## src/rtl/ysyx_041514_pc_gen_pkg.sv

```systemverilog
// Shared defaults and helpers for the fetch-address generator and its BTB.
// The optional BTB is enabled by defining YSYX_041514_BTB_EN; it is off by default.
package ysyx_041514_pc_gen_pkg;

  localparam int          DEFAULT_XLEN        = 64;
  localparam int          DEFAULT_ADDR_W      = 32;
  localparam int          DEFAULT_BTB_ENTRIES = 8;
  localparam logic [63:0] DEFAULT_RESET_ADDR  = 64'h8000_0000;

  typedef enum logic [1:0] {
    CTR_STRONG_NT = 2'b00,
    CTR_WEAK_NT   = 2'b01,
    CTR_WEAK_T    = 2'b10,
    CTR_STRONG_T  = 2'b11
  } ctr_e;

  // Two-bit saturating counter step toward the observed outcome.
  function automatic logic [1:0] ctr_train(input logic [1:0] c, input logic taken);
    logic [1:0] n;
    n = c;
    if (taken && (c != CTR_STRONG_T)) n = c + 2'd1;
    else if (!taken && (c != CTR_STRONG_NT)) n = c - 2'd1;
    return n;
  endfunction

endpackage

```

## src/rtl/ysyx_041514_btb.sv

```systemverilog
// Direct-mapped branch target buffer with 2-bit counters.
// Lookup is combinational; updates and the bulk clear take effect on the next edge.
module ysyx_041514_btb
  import ysyx_041514_pc_gen_pkg::*;
#(
  parameter int XLEN        = DEFAULT_XLEN,
  parameter int BTB_ENTRIES = DEFAULT_BTB_ENTRIES
) (
  input  logic            clk,
  input  logic            rst_n,
  input  logic [XLEN-1:0] lookup_pc_i,
  output logic            hit_o,
  output logic            taken_o,
  output logic [XLEN-1:0] target_o,
  input  logic            upd_valid_i,
  input  logic [XLEN-1:0] upd_pc_i,
  input  logic [XLEN-1:0] upd_target_i,
  input  logic            upd_taken_i,
  input  logic            clear_i
);

  localparam int IDX   = $clog2(BTB_ENTRIES);
  localparam int TAG_W = XLEN - IDX - 2;

  logic [BTB_ENTRIES-1:0] valid_q, valid_d;
  logic [TAG_W-1:0]       tag_q    [BTB_ENTRIES];
  logic [TAG_W-1:0]       tag_d    [BTB_ENTRIES];
  logic [XLEN-1:0]        target_q [BTB_ENTRIES];
  logic [XLEN-1:0]        target_d [BTB_ENTRIES];
  logic [1:0]             ctr_q    [BTB_ENTRIES];
  logic [1:0]             ctr_d    [BTB_ENTRIES];

  logic [IDX-1:0]   lk_idx, upd_idx;
  logic [TAG_W-1:0] lk_tag, upd_tag;
  logic             upd_hit;
  logic             unused_lsbs;

  assign lk_idx      = lookup_pc_i[IDX+1:2];
  assign lk_tag      = lookup_pc_i[XLEN-1:IDX+2];
  assign upd_idx     = upd_pc_i[IDX+1:2];
  assign upd_tag     = upd_pc_i[XLEN-1:IDX+2];
  assign unused_lsbs = ^{lookup_pc_i[1:0], upd_pc_i[1:0]};

  assign hit_o    = valid_q[lk_idx] && (tag_q[lk_idx] == lk_tag);
  assign taken_o  = hit_o && ctr_q[lk_idx][1];
  assign target_o = target_q[lk_idx];
  assign upd_hit  = valid_q[upd_idx] && (tag_q[upd_idx] == upd_tag);

  always_comb begin
    valid_d  = valid_q;
    tag_d    = tag_q;
    target_d = target_q;
    ctr_d    = ctr_q;
    // A fence.i flush discards any training arriving in the same cycle.
    if (clear_i) begin
      valid_d = '0;
    end else if (upd_valid_i) begin
      if (upd_taken_i) begin
        target_d[upd_idx] = upd_target_i;
        if (upd_hit) begin
          ctr_d[upd_idx] = ctr_train(ctr_q[upd_idx], 1'b1);
        end else begin
          valid_d[upd_idx] = 1'b1;
          tag_d[upd_idx]   = upd_tag;
          ctr_d[upd_idx]   = CTR_WEAK_T;
        end
      end else if (upd_hit) begin
        ctr_d[upd_idx] = ctr_train(ctr_q[upd_idx], 1'b0);
      end
    end
  end

  always_ff @(posedge clk or negedge rst_n) begin
    if (!rst_n) valid_q <= '0;
    else        valid_q <= valid_d;
  end

  // Payload needs no reset: it is only observed through a set valid bit.
  generate
    for (genvar gi = 0; gi < BTB_ENTRIES; gi++) begin : g_entry
      always_ff @(posedge clk) begin
        tag_q[gi]    <= tag_d[gi];
        target_q[gi] <= target_d[gi];
        ctr_q[gi]    <= ctr_d[gi];
      end
    end
  endgenerate

endmodule

```

## src/rtl/ysyx_041514_pc_gen.sv

```systemverilog
// Fetch-address generator: PC register, icache request handshake and next-PC select.
// Define YSYX_041514_BTB_EN to add the branch target buffer predictor.
module ysyx_041514_pc_gen
  import ysyx_041514_pc_gen_pkg::*;
#(
  parameter int              XLEN        = DEFAULT_XLEN,
  parameter int              ADDR_W      = DEFAULT_ADDR_W,
  parameter logic [XLEN-1:0] RESET_ADDR  = XLEN'(DEFAULT_RESET_ADDR),
  parameter int              BTB_ENTRIES = DEFAULT_BTB_ENTRIES
) (
  input  logic              clk,
  input  logic              rst_n,
  input  logic              stall_i,
  input  logic              trap_valid_i,
  input  logic [XLEN-1:0]   trap_pc_i,
  input  logic              fencei_valid_i,
  input  logic [XLEN-1:0]   fencei_pc_i,
  input  logic              br_redirect_i,
  input  logic [XLEN-1:0]   br_target_i,
  input  logic              upd_valid_i,
  input  logic [XLEN-1:0]   upd_pc_i,
  input  logic [XLEN-1:0]   upd_target_i,
  input  logic              upd_taken_i,
  output logic              req_valid_o,
  output logic [ADDR_W-1:0] req_addr_o,
  input  logic              req_ready_i,
  output logic [XLEN-1:0]   pc_o,
  output logic              pred_taken_o,
  output logic [XLEN-1:0]   pred_target_o
);

  logic [XLEN-1:0] pc_q, pc_d;
  logic            run_q, run_d;
  logic [XLEN-1:0] pc_seq;
  logic            fire;

  assign pc_seq      = pc_q + XLEN'(4);
  assign req_valid_o = run_q & ~stall_i;
  assign fire        = req_valid_o & req_ready_i;
  assign req_addr_o  = pc_q[ADDR_W-1:0];
  assign pc_o        = pc_q;

`ifdef YSYX_041514_BTB_EN
  logic            btb_hit;
  logic            btb_taken;
  logic [XLEN-1:0] btb_target;

  ysyx_041514_btb #(
    .XLEN        (XLEN),
    .BTB_ENTRIES (BTB_ENTRIES)
  ) u_btb (
    .clk          (clk),
    .rst_n        (rst_n),
    .lookup_pc_i  (pc_q),
    .hit_o        (btb_hit),
    .taken_o      (btb_taken),
    .target_o     (btb_target),
    .upd_valid_i  (upd_valid_i),
    .upd_pc_i     (upd_pc_i),
    .upd_target_i (upd_target_i),
    .upd_taken_i  (upd_taken_i),
    .clear_i      (fencei_valid_i)
  );

  assign pred_taken_o  = btb_taken;
  assign pred_target_o = btb_hit ? btb_target : pc_seq;
`else
  logic unused_upd;
  assign unused_upd    = ^{upd_valid_i, upd_pc_i, upd_target_i, upd_taken_i};
  assign pred_taken_o  = 1'b0;
  assign pred_target_o = pc_seq;
`endif

  // Redirects override stall and abandon any request still waiting for ready.
  always_comb begin
    run_d = 1'b1;
    pc_d  = pc_q;
    if (trap_valid_i)        pc_d = trap_pc_i;
    else if (fencei_valid_i) pc_d = fencei_pc_i + XLEN'(4);
    else if (br_redirect_i)  pc_d = br_target_i;
    else if (fire)           pc_d = pred_taken_o ? pred_target_o : pc_seq;
  end

  always_ff @(posedge clk or negedge rst_n) begin
    if (!rst_n) begin
      pc_q  <= RESET_ADDR;
      run_q <= 1'b0;
    end else begin
      pc_q  <= pc_d;
      run_q <= run_d;
    end
  end

endmodule

```

## config.mk

```make
export PLATFORM = sky130hd
export DESIGN_NAME = ysyx_041514_pc_gen
export DESIGN_NICKNAME = d
export VERILOG_FILES = /design/src/rtl/ysyx_041514_pc_gen_pkg.sv /design/src/rtl/ysyx_041514_btb.sv /design/src/rtl/ysyx_041514_pc_gen.sv
export SDC_FILE = /design/constraint.sdc
export NUM_CORES = 1
export LEC_CHECK = 0
export ABC_CLOCK_PERIOD_IN_PS = 2400
export BUFFER_PORTS_ARGS = -buffer_cell sky130_fd_sc_hd__buf_2
export CAP_MARGIN = 20
export CORE_ASPECT_RATIO = 0.6
export CORE_MARGIN = 5
export CORE_UTILIZATION = 25
export DETAILED_ROUTE_END_ITERATION = 10
export GPL_TIMING_DRIVEN = 0
export PLACE_DENSITY = 0.53
export SLEW_MARGIN = 5
export SYNTH_ARGS = -nofsm -noshare
export SYNTH_HDL_FRONTEND = slang
export SYNTH_SLANG_ARGS = --single-unit
```

## constraint.sdc

```tcl
create_clock -name clk -period 2.4 [get_ports clk]
set_input_delay 0.48 -clock clk [delete_from_list [all_inputs] [get_ports clk]]
set_output_delay 0.48 -clock clk [all_outputs]
set_load 0.02 [all_outputs]
```

==> results list, run 1 <==
- Worst vdd rail ir drop: 0.341 mV
* RePlAce Congestion: 0.906
* Core Footprint: 27300 um2
* Detail-routed via count per cell: 5.46
* Maximum clock frequency: 327 MHz
- Dividing the synthesized area by the synthesized cell count gives roughly 7.4 um2.
* First-pass detailed-route iteration total: 7
* Combined buffer and inverter count along the critical path: 3
* MaxCap Viol Count: 0
- Standby leakage power: 5.73 nW
- Number of global-route vias before repair: 9580
* Level count of the clock H-tree: 3
- Cell-by-cell trace of the critical path: nand3_4, nor4_4, buf_4, buf_12, nand4_1, nor4_4, xor2_2, buf_6
- Portion of synthesized cell area occupied by the leading cell type: 0.233
- Kind of critical path: flip-flop to primary output
- Setup violators final: 54
* Average detailed-routed wire length per instance: 26.5 um
* Clock Tree Root: clkbuf_16
- I/O Buffers: 358
* DRT iter0 DRCs: 945
* Initial Util: 0.251
- The worst setup path is captured at a primary output.
- Number of rows created at floorplan: 47
- The checks that failed: setup timing.
- The number of antenna violations at the first check in global routing is 18.
* CTS tree: yes
- Global-route wire length before repair: 67.1 mm
- The largest total area in the synthesized netlist belongs to dfrtp_1.
* Number of warnings printed during yosys synthesis: 0
- Fin. max-slew vios: 0
- Entering global routing, the biggest net connects 36 pins.
* Worst endpoint data arrival time: approximately 2600 ps
* Max incr delay on CP: 450 ps
- Among cell families on the critical path, the largest total delay comes from simple AND/OR/NAND/NOR gates.
- Dividing total power by cell area gives a power density of around 450 nW/um2.
* Area growth from synthesis to final layout: 82.0%
* Largest fanout on the critical path: 4
- Setup repair after global routing could not meet its margin everywhere.
- After synthesis, the cell types taking the most area are dfrtp_1 23%, xor2_1 7.5%, xnor2_1 7.3%.
- In this run, synthesis inferred 0 flip-flops with an integrated enable.
- Worst path setup slack after routing: -659 ps
* Worst Hold Class: input pin to async pin
* Cts bufs inserted: 9
- Hold is met by around 74 ps.
* Synthesized flop and latch total: 65
* Ratio of cells with drive above 1 in the final layout: 0.551
* Overflow left after global routing: 0
- Post-layout nets: 1786
* Crit path launch type: flip-flop
- In this run the horizontal extent of the chip is 224 um.
- For the worst-skew pair, the clock arrives at the later sink with an insertion delay of 390 ps.
* Share of synthesized flip-flops with an asynchronous set or reset: 1.00
* Overall global routing resource usage: 0.296
- The largest individual stage delay along the critical path comes from the cell nor4_4.
- Final hold vios: 0
- Worst slew margin relative to its limit: 0.246
- CTS clk-pin slew, worst paths: 60 ps
- The clock passes through at most 2 buffers.
* Worst Clk Skew: 14.3 ps
- For this design, the sink count on the clock tree is 65.
* Transition time at the pin with the least slew margin: 1130 ps
- Post-synthesis instance area: around 6900 um2
- Run status: complete, but fails checks
* Distinct cells, synth: 69
- Final min period: 3060 ps
- Most Frequent Cell on Critical Path: nor4_4
* Share of the yosys chip area belonging to registers: 0.237
* CTS Hold Buffers Added: 0
* Number of instances in the synthesized netlist: 927
- Top-Level Pins: 491
- Most common cell after layout, fill and taps aside: buf_2
* Commonest non-fill, non-tap cells in the layout: 302 x buf_2, 187 x buf_4, 77 x nand2_1
* Hpwl dp: 36.4 mm
- Data required time at the worst endpoint: 1920 ps
- Power Total: 0.00565 W
- Die boundary height: 138 um
- The die covers roughly 31000 um2.
- Detailed routing inserted a total of 9998 vias.
- Total nets after synthesis: ~1300
- For this run, design rule violations remaining after detail routing come to 0.
- Final WL: between 40 and 50 mm
- Number of antenna-violating nets in the routed design: 0
* Crit share post-route: 1.27
* Predominant post-synthesis flop cell: dfrtp_1
-- kinds of logic after synthesis --
logic type	Yosys count	synth area share
mux	23	0.0344
xor+xnor	116	0.148
buf+inv	114	0.0837
compound gates	244	0.221
fa+ha+maj	2	0.00364
other cells	2	0.00109
flops	65	0.237
simple gates	361	0.271
-- cell type report --
class | count | area [um2]
clock buffers | 9 | 225
well taps | 367 | 459
diodes | 3 | 7.51
repair buffers | 524 | 3510
multi-input cells | 748 | 5940
clock inverters | 7 | 71.3
flip-flops and latches | 65 | 1690
fillers | 2783 | 14800
inverters | 26 | 97.6
plain buffers | 81 | 515
-- state kept, by name, summed over array words and instances (netlist names) --
name / count
pc_o: 64
run_q: 1
-- where the power goes --
group | total, W | switching, W | internal [W]
logic | 0.00272 | 0.00158 | 0.00114
clock network | 0.00146 | 0.000661 | 0.000803
registers | 0.00147 | 0.000232 | 0.00124
-- layer usage --
metal | vias up | global-route usage | share of wire | wire [um]
li1 | 4407 | - | - | -
met1 | 4849 | 0.411 | 0.44 | 21100
met2 | 609 | 0.420 | 0.41 | 20000
met3 | 103 | 0.123 | 0.12 | 5940
met4 | 30 | 0.0838 | 0.026 | 1260
met5 | - | 0 | 0.0045 | 218
-- final timing paths --
check	from	to	slack, ps	depth (start not counted)
setup / recovery	pc_o[2]	pred_target_o[61]	-660	8
hold / removal	rst_n	pc_o[54]	70	1
setup reg to reg	pc_o[2]	pc_o[16]	-230	16
hold reg to reg	pc_o[19]	pc_o[19]	580	2
max in group asynchronous	rst_n	pc_o[7]	1700	2
min in group clk	trap_pc_i[34]	pc_o[34]	310	2
-- timing repair --
| item | 4_1_cts | 5_1_grt |
|---|---|---|
| buffers inserted | 90 | 83 |
| setup endpoints to repair | 113 | 98 |
| gates resized for setup | 215 | 130 |
| pin swaps | 63 | 69 |
| gates cloned | 0 | 0 |
-- Yosys cell counts, drive strengths merged (7+ instances only) --
| library cell | count |
|---|---|
| nand2 | 83 |
| nor2 | 78 |
| a21oi | 73 |
| dfrtp | 64 |
| xor2 | 59 |
| xnor2 | 57 |
| nand3 | 52 |
| o21ai | 47 |
| buf | 46 |
| clkbuf | 42 |
| nand4 | 38 |
| o22ai | 38 |
| nor3 | 34 |
| inv | 26 |
| nor4 | 25 |
| o21a | 21 |
| mux2i | 18 |
| and3 | 14 |
| a221oi | 9 |
| and4 | 9 |
| o211ai | 8 |
| a211oi | 7 |
| and2 | 7 |
-- per-stage QoR --
step / instances / setup TNS [ps] / area (um2) / worst slack [ps] / util
floorplan: 927 / -815 / 7280 / -176 / -
finish: 1830 / -22960 / 12500 / -659 / 0.457
CTS: 1755 / -22360 / 11400 / -736 / 0.419
detailed placement: 1654 / -69110 / 9580 / -1270 / 0.350
global placement: 1652 / -81080 / 9530 / -1490 / 0.349
global route: 1830 / -27250 / 12500 / -723 / 0.457
Note: power is estimated with default switching activity, not from simulation.
==> run 2: changes to the inputs <==
Settings changed: CELL_PAD_IN_SITES_DETAIL_PLACEMENT set to 1, CELL_PAD_IN_SITES_GLOBAL_PLACEMENT set to 2, CORE_UTILIZATION 25 to 19, PLACE_DENSITY 0.53 to 0.76.
==> results list, run 2 (same netlist as run 1, synthesis figures left out) <==
* Overall global routing resource usage: 0.254
- Entering global routing, the biggest net connects 42 pins.
* Max incr delay on CP: 400 ps
* Area growth from synthesis to final layout: 89.3%
* Crit path capture type: primary output
* Highest metal used: met5
- In this run the critical register-to-register path is launched from pc_o[2].
- The critical path contains buffers and inverters numbering 6 combined.
* Slowest cell on the critical path: dfrtp_2
* Flop2flop setup slack: -300 ps
- The design draws 0.00587 W.
- Met2 wirelength from detailed routing: 24.1 mm
- Final hold vios: 0
- Worst vdd rail ir drop: just under 0.4 mV
- Core Footprint: 36000 um2
- Worst path setup slack after routing: -663 ps
- Setup violations remaining at the end of the flow were counted as 59.
- Transition time at the pin with the least slew margin: 1170 ps
- Die boundary height: 157 um
- Summed over all nets, wire length on met3 after detailed routing comes to 4.36 mm.
* Met1 wire length: about 24 mm
* Clock Path Buffers: 2
- TritonCTS built the clock tree.
- Pin placement for this block handled 491 I/O pins.
- In the final routed layout, each cell accounts on average for 27.8 um.
- Data required time at the worst endpoint: 1920 ps
* Clock Tree Root: clkbuf_16
- Summed over all cells, the static leakage comes to 5.85 nW.
- Kind of critical path: flip-flop to primary output
* Final min period: 3060 ps
* Number of global-route vias before repair: 10204
- Crit share post-route: 1.28
- Cell family with most CP delay: buffers and inverters
- Run status: complete, but fails checks
- Commonest non-fill, non-tap cells in the layout: 305 x buf_2, 187 x buf_4, 76 x nand2_1
* Level count of the clock H-tree: 3
* Clock latency on the worst-skew pair: between 300 and 400 ps
* Ratio of cells with drive above 1 in the final layout: 0.566
- Placed instance count: 1763
- OpenSTA, run right after detailed placement, puts the worst setup slack at -1370 ps.
- Finished Core Util: 0.361
* PwrDens: 451 nW/um2
- DRC violation count after routing: 0
- Timing startpoint of the critical path: pc_o[2]
- Antenna violations before repair: 12
* Worst Clk Skew: 9.68 ps
- Counting every sink on the clock net gives 65.
- In this run the remaining antenna-violating nets after routing total 0.
- For this run the aggregate overflow at the end of global routing stands at 0.
- The finished layout holds a little under 2000 standard cells, fillers aside.
- The initial utilization of the core area, before any placement, comes to 0.191.
- Most common cell after layout, fill and taps aside: buf_2
- The most critical setup path has its endpoint at pred_target_o[51].
- Unrepaired setup endpoints after global routing: yes
- The critical path goes through buf_6, nand3_4, nor4_4, buf_4, nand4_4, buf_6, buf_12, buf_4, o21a_1, or2_4, buf_6.
* Depth of the worst register-to-register path: 10
* Destination of the worst register-to-register timing path: pc_o[63]
- The HPWL after detailed placement is 40.9 mm.
* Maximum clock frequency: 326 MHz
* Worst Hold Class: input pin to async pin
- RePlAce Congestion: 0.927
* I/O Buffers: 358
* Largest fanout on the critical path: 5
- The critical path runs through a total of 11 cells.
- Post-layout nets: 1799
- In this run the tightest slew margin relative to its limit is 0.221.
* Number of flip-flops under the largest register name: 64
- By instance count, the cell type seen most on the critical path is buf_6.
- For this block, the via count after detailed routing is slightly above 10000.
* Detail-routed via count per cell: 5.18
* Global-route wire length before repair: around 74 mm
* Fin. max-slew vios: 0
* Die footprint: 40200 um2
- DRT iter0 DRCs: 736
- Across the run, the number of max-cap violations was 0.
- The final reports fail on setup timing.
* CTS clk-pin slew, worst paths: ~60 ps
- The floorplan has 54 rows.
* Crit path launch type: flip-flop
* Worst endpoint data arrival time: 2580 ps
- Buffers inserted during clock tree synthesis total 9.
* Chip Width: approximately 260 um
- Wires add up to 54.3 mm.
* First-pass detailed-route iteration total: 5
-- run 2: cell count changes in the layout (fill, tap and decap cells not counted), sizes merged --
cell           before  now
buf               566  575
clkbuf             47   55
clkinvlp            3    0
clkinv              3    1
clkdlybuf4s15       1    2
diode               3    4
-- run 2: repair_timing --
item / in CTS / in global routing
hold buffers: 0 / 0
resized for setup: 251 / 139
pin swaps: 69 / 71
endpoints found under the hold margin: 0 / 0
gates cloned: 0 / 0
setup buffers: 114 / 75
setup endpoints to repair: 118 / 100
-- run 2: layer usage --
metal	track usage	vias up
li1	-	4439
met1	0.350	5090
met2	0.404	483
met3	0.0638	83
met4	0.0557	18
met5	0	-
-- run 2: final cells by class --
cell class / instances / area, um2
inverter: 26 / 97.6
fill: 4314 / 23000
buffer: 82 / 520
tap: 476 / 596
sequential: 65 / 1690
timing repair buffer: 536 / 3630
clock buffer: 14 / 274
clock inverter: 2 / 35.0
antenna: 4 / 10.0
multi-input combinational: 748 / 6160
-- run 2: metrics by stage --
stage          area, um2  TNS, ps  hold slack, ps
3_5_place_dp        9720   -76200             454
6_report           13000   -25500            53.5
5_1_grt            13000   -29990            62.3
3_3_place_gp        9670   -84740             557
2_1_floorplan       7280     -815             184
4_1_cts            12000   -24090            52.1
-- run 2: report_power, final --
part           leakage (nW)  internal, W  switching (W)  total (W)
clock network         0.153     0.000892       0.000640    0.00153
logic                  5.00      0.00118        0.00167    0.00284
registers             0.702      0.00124       0.000255    0.00149
total                  5.85      0.00330        0.00256    0.00587
-- run 2: worst min path at each step --
stage               cells after the start  endpoint  startpoint  slack (ps)
finish                                  1  pc_o[54]       rst_n          50
global route                            1  pc_o[54]       rst_n          60
CTS                                     1  pc_o[54]       rst_n          50
detailed placement                      1  pc_o[54]       rst_n         450
global placement                        2   pc_o[3]     pc_o[3]         560
floorplan                               0   pc_o[0]       rst_n         180
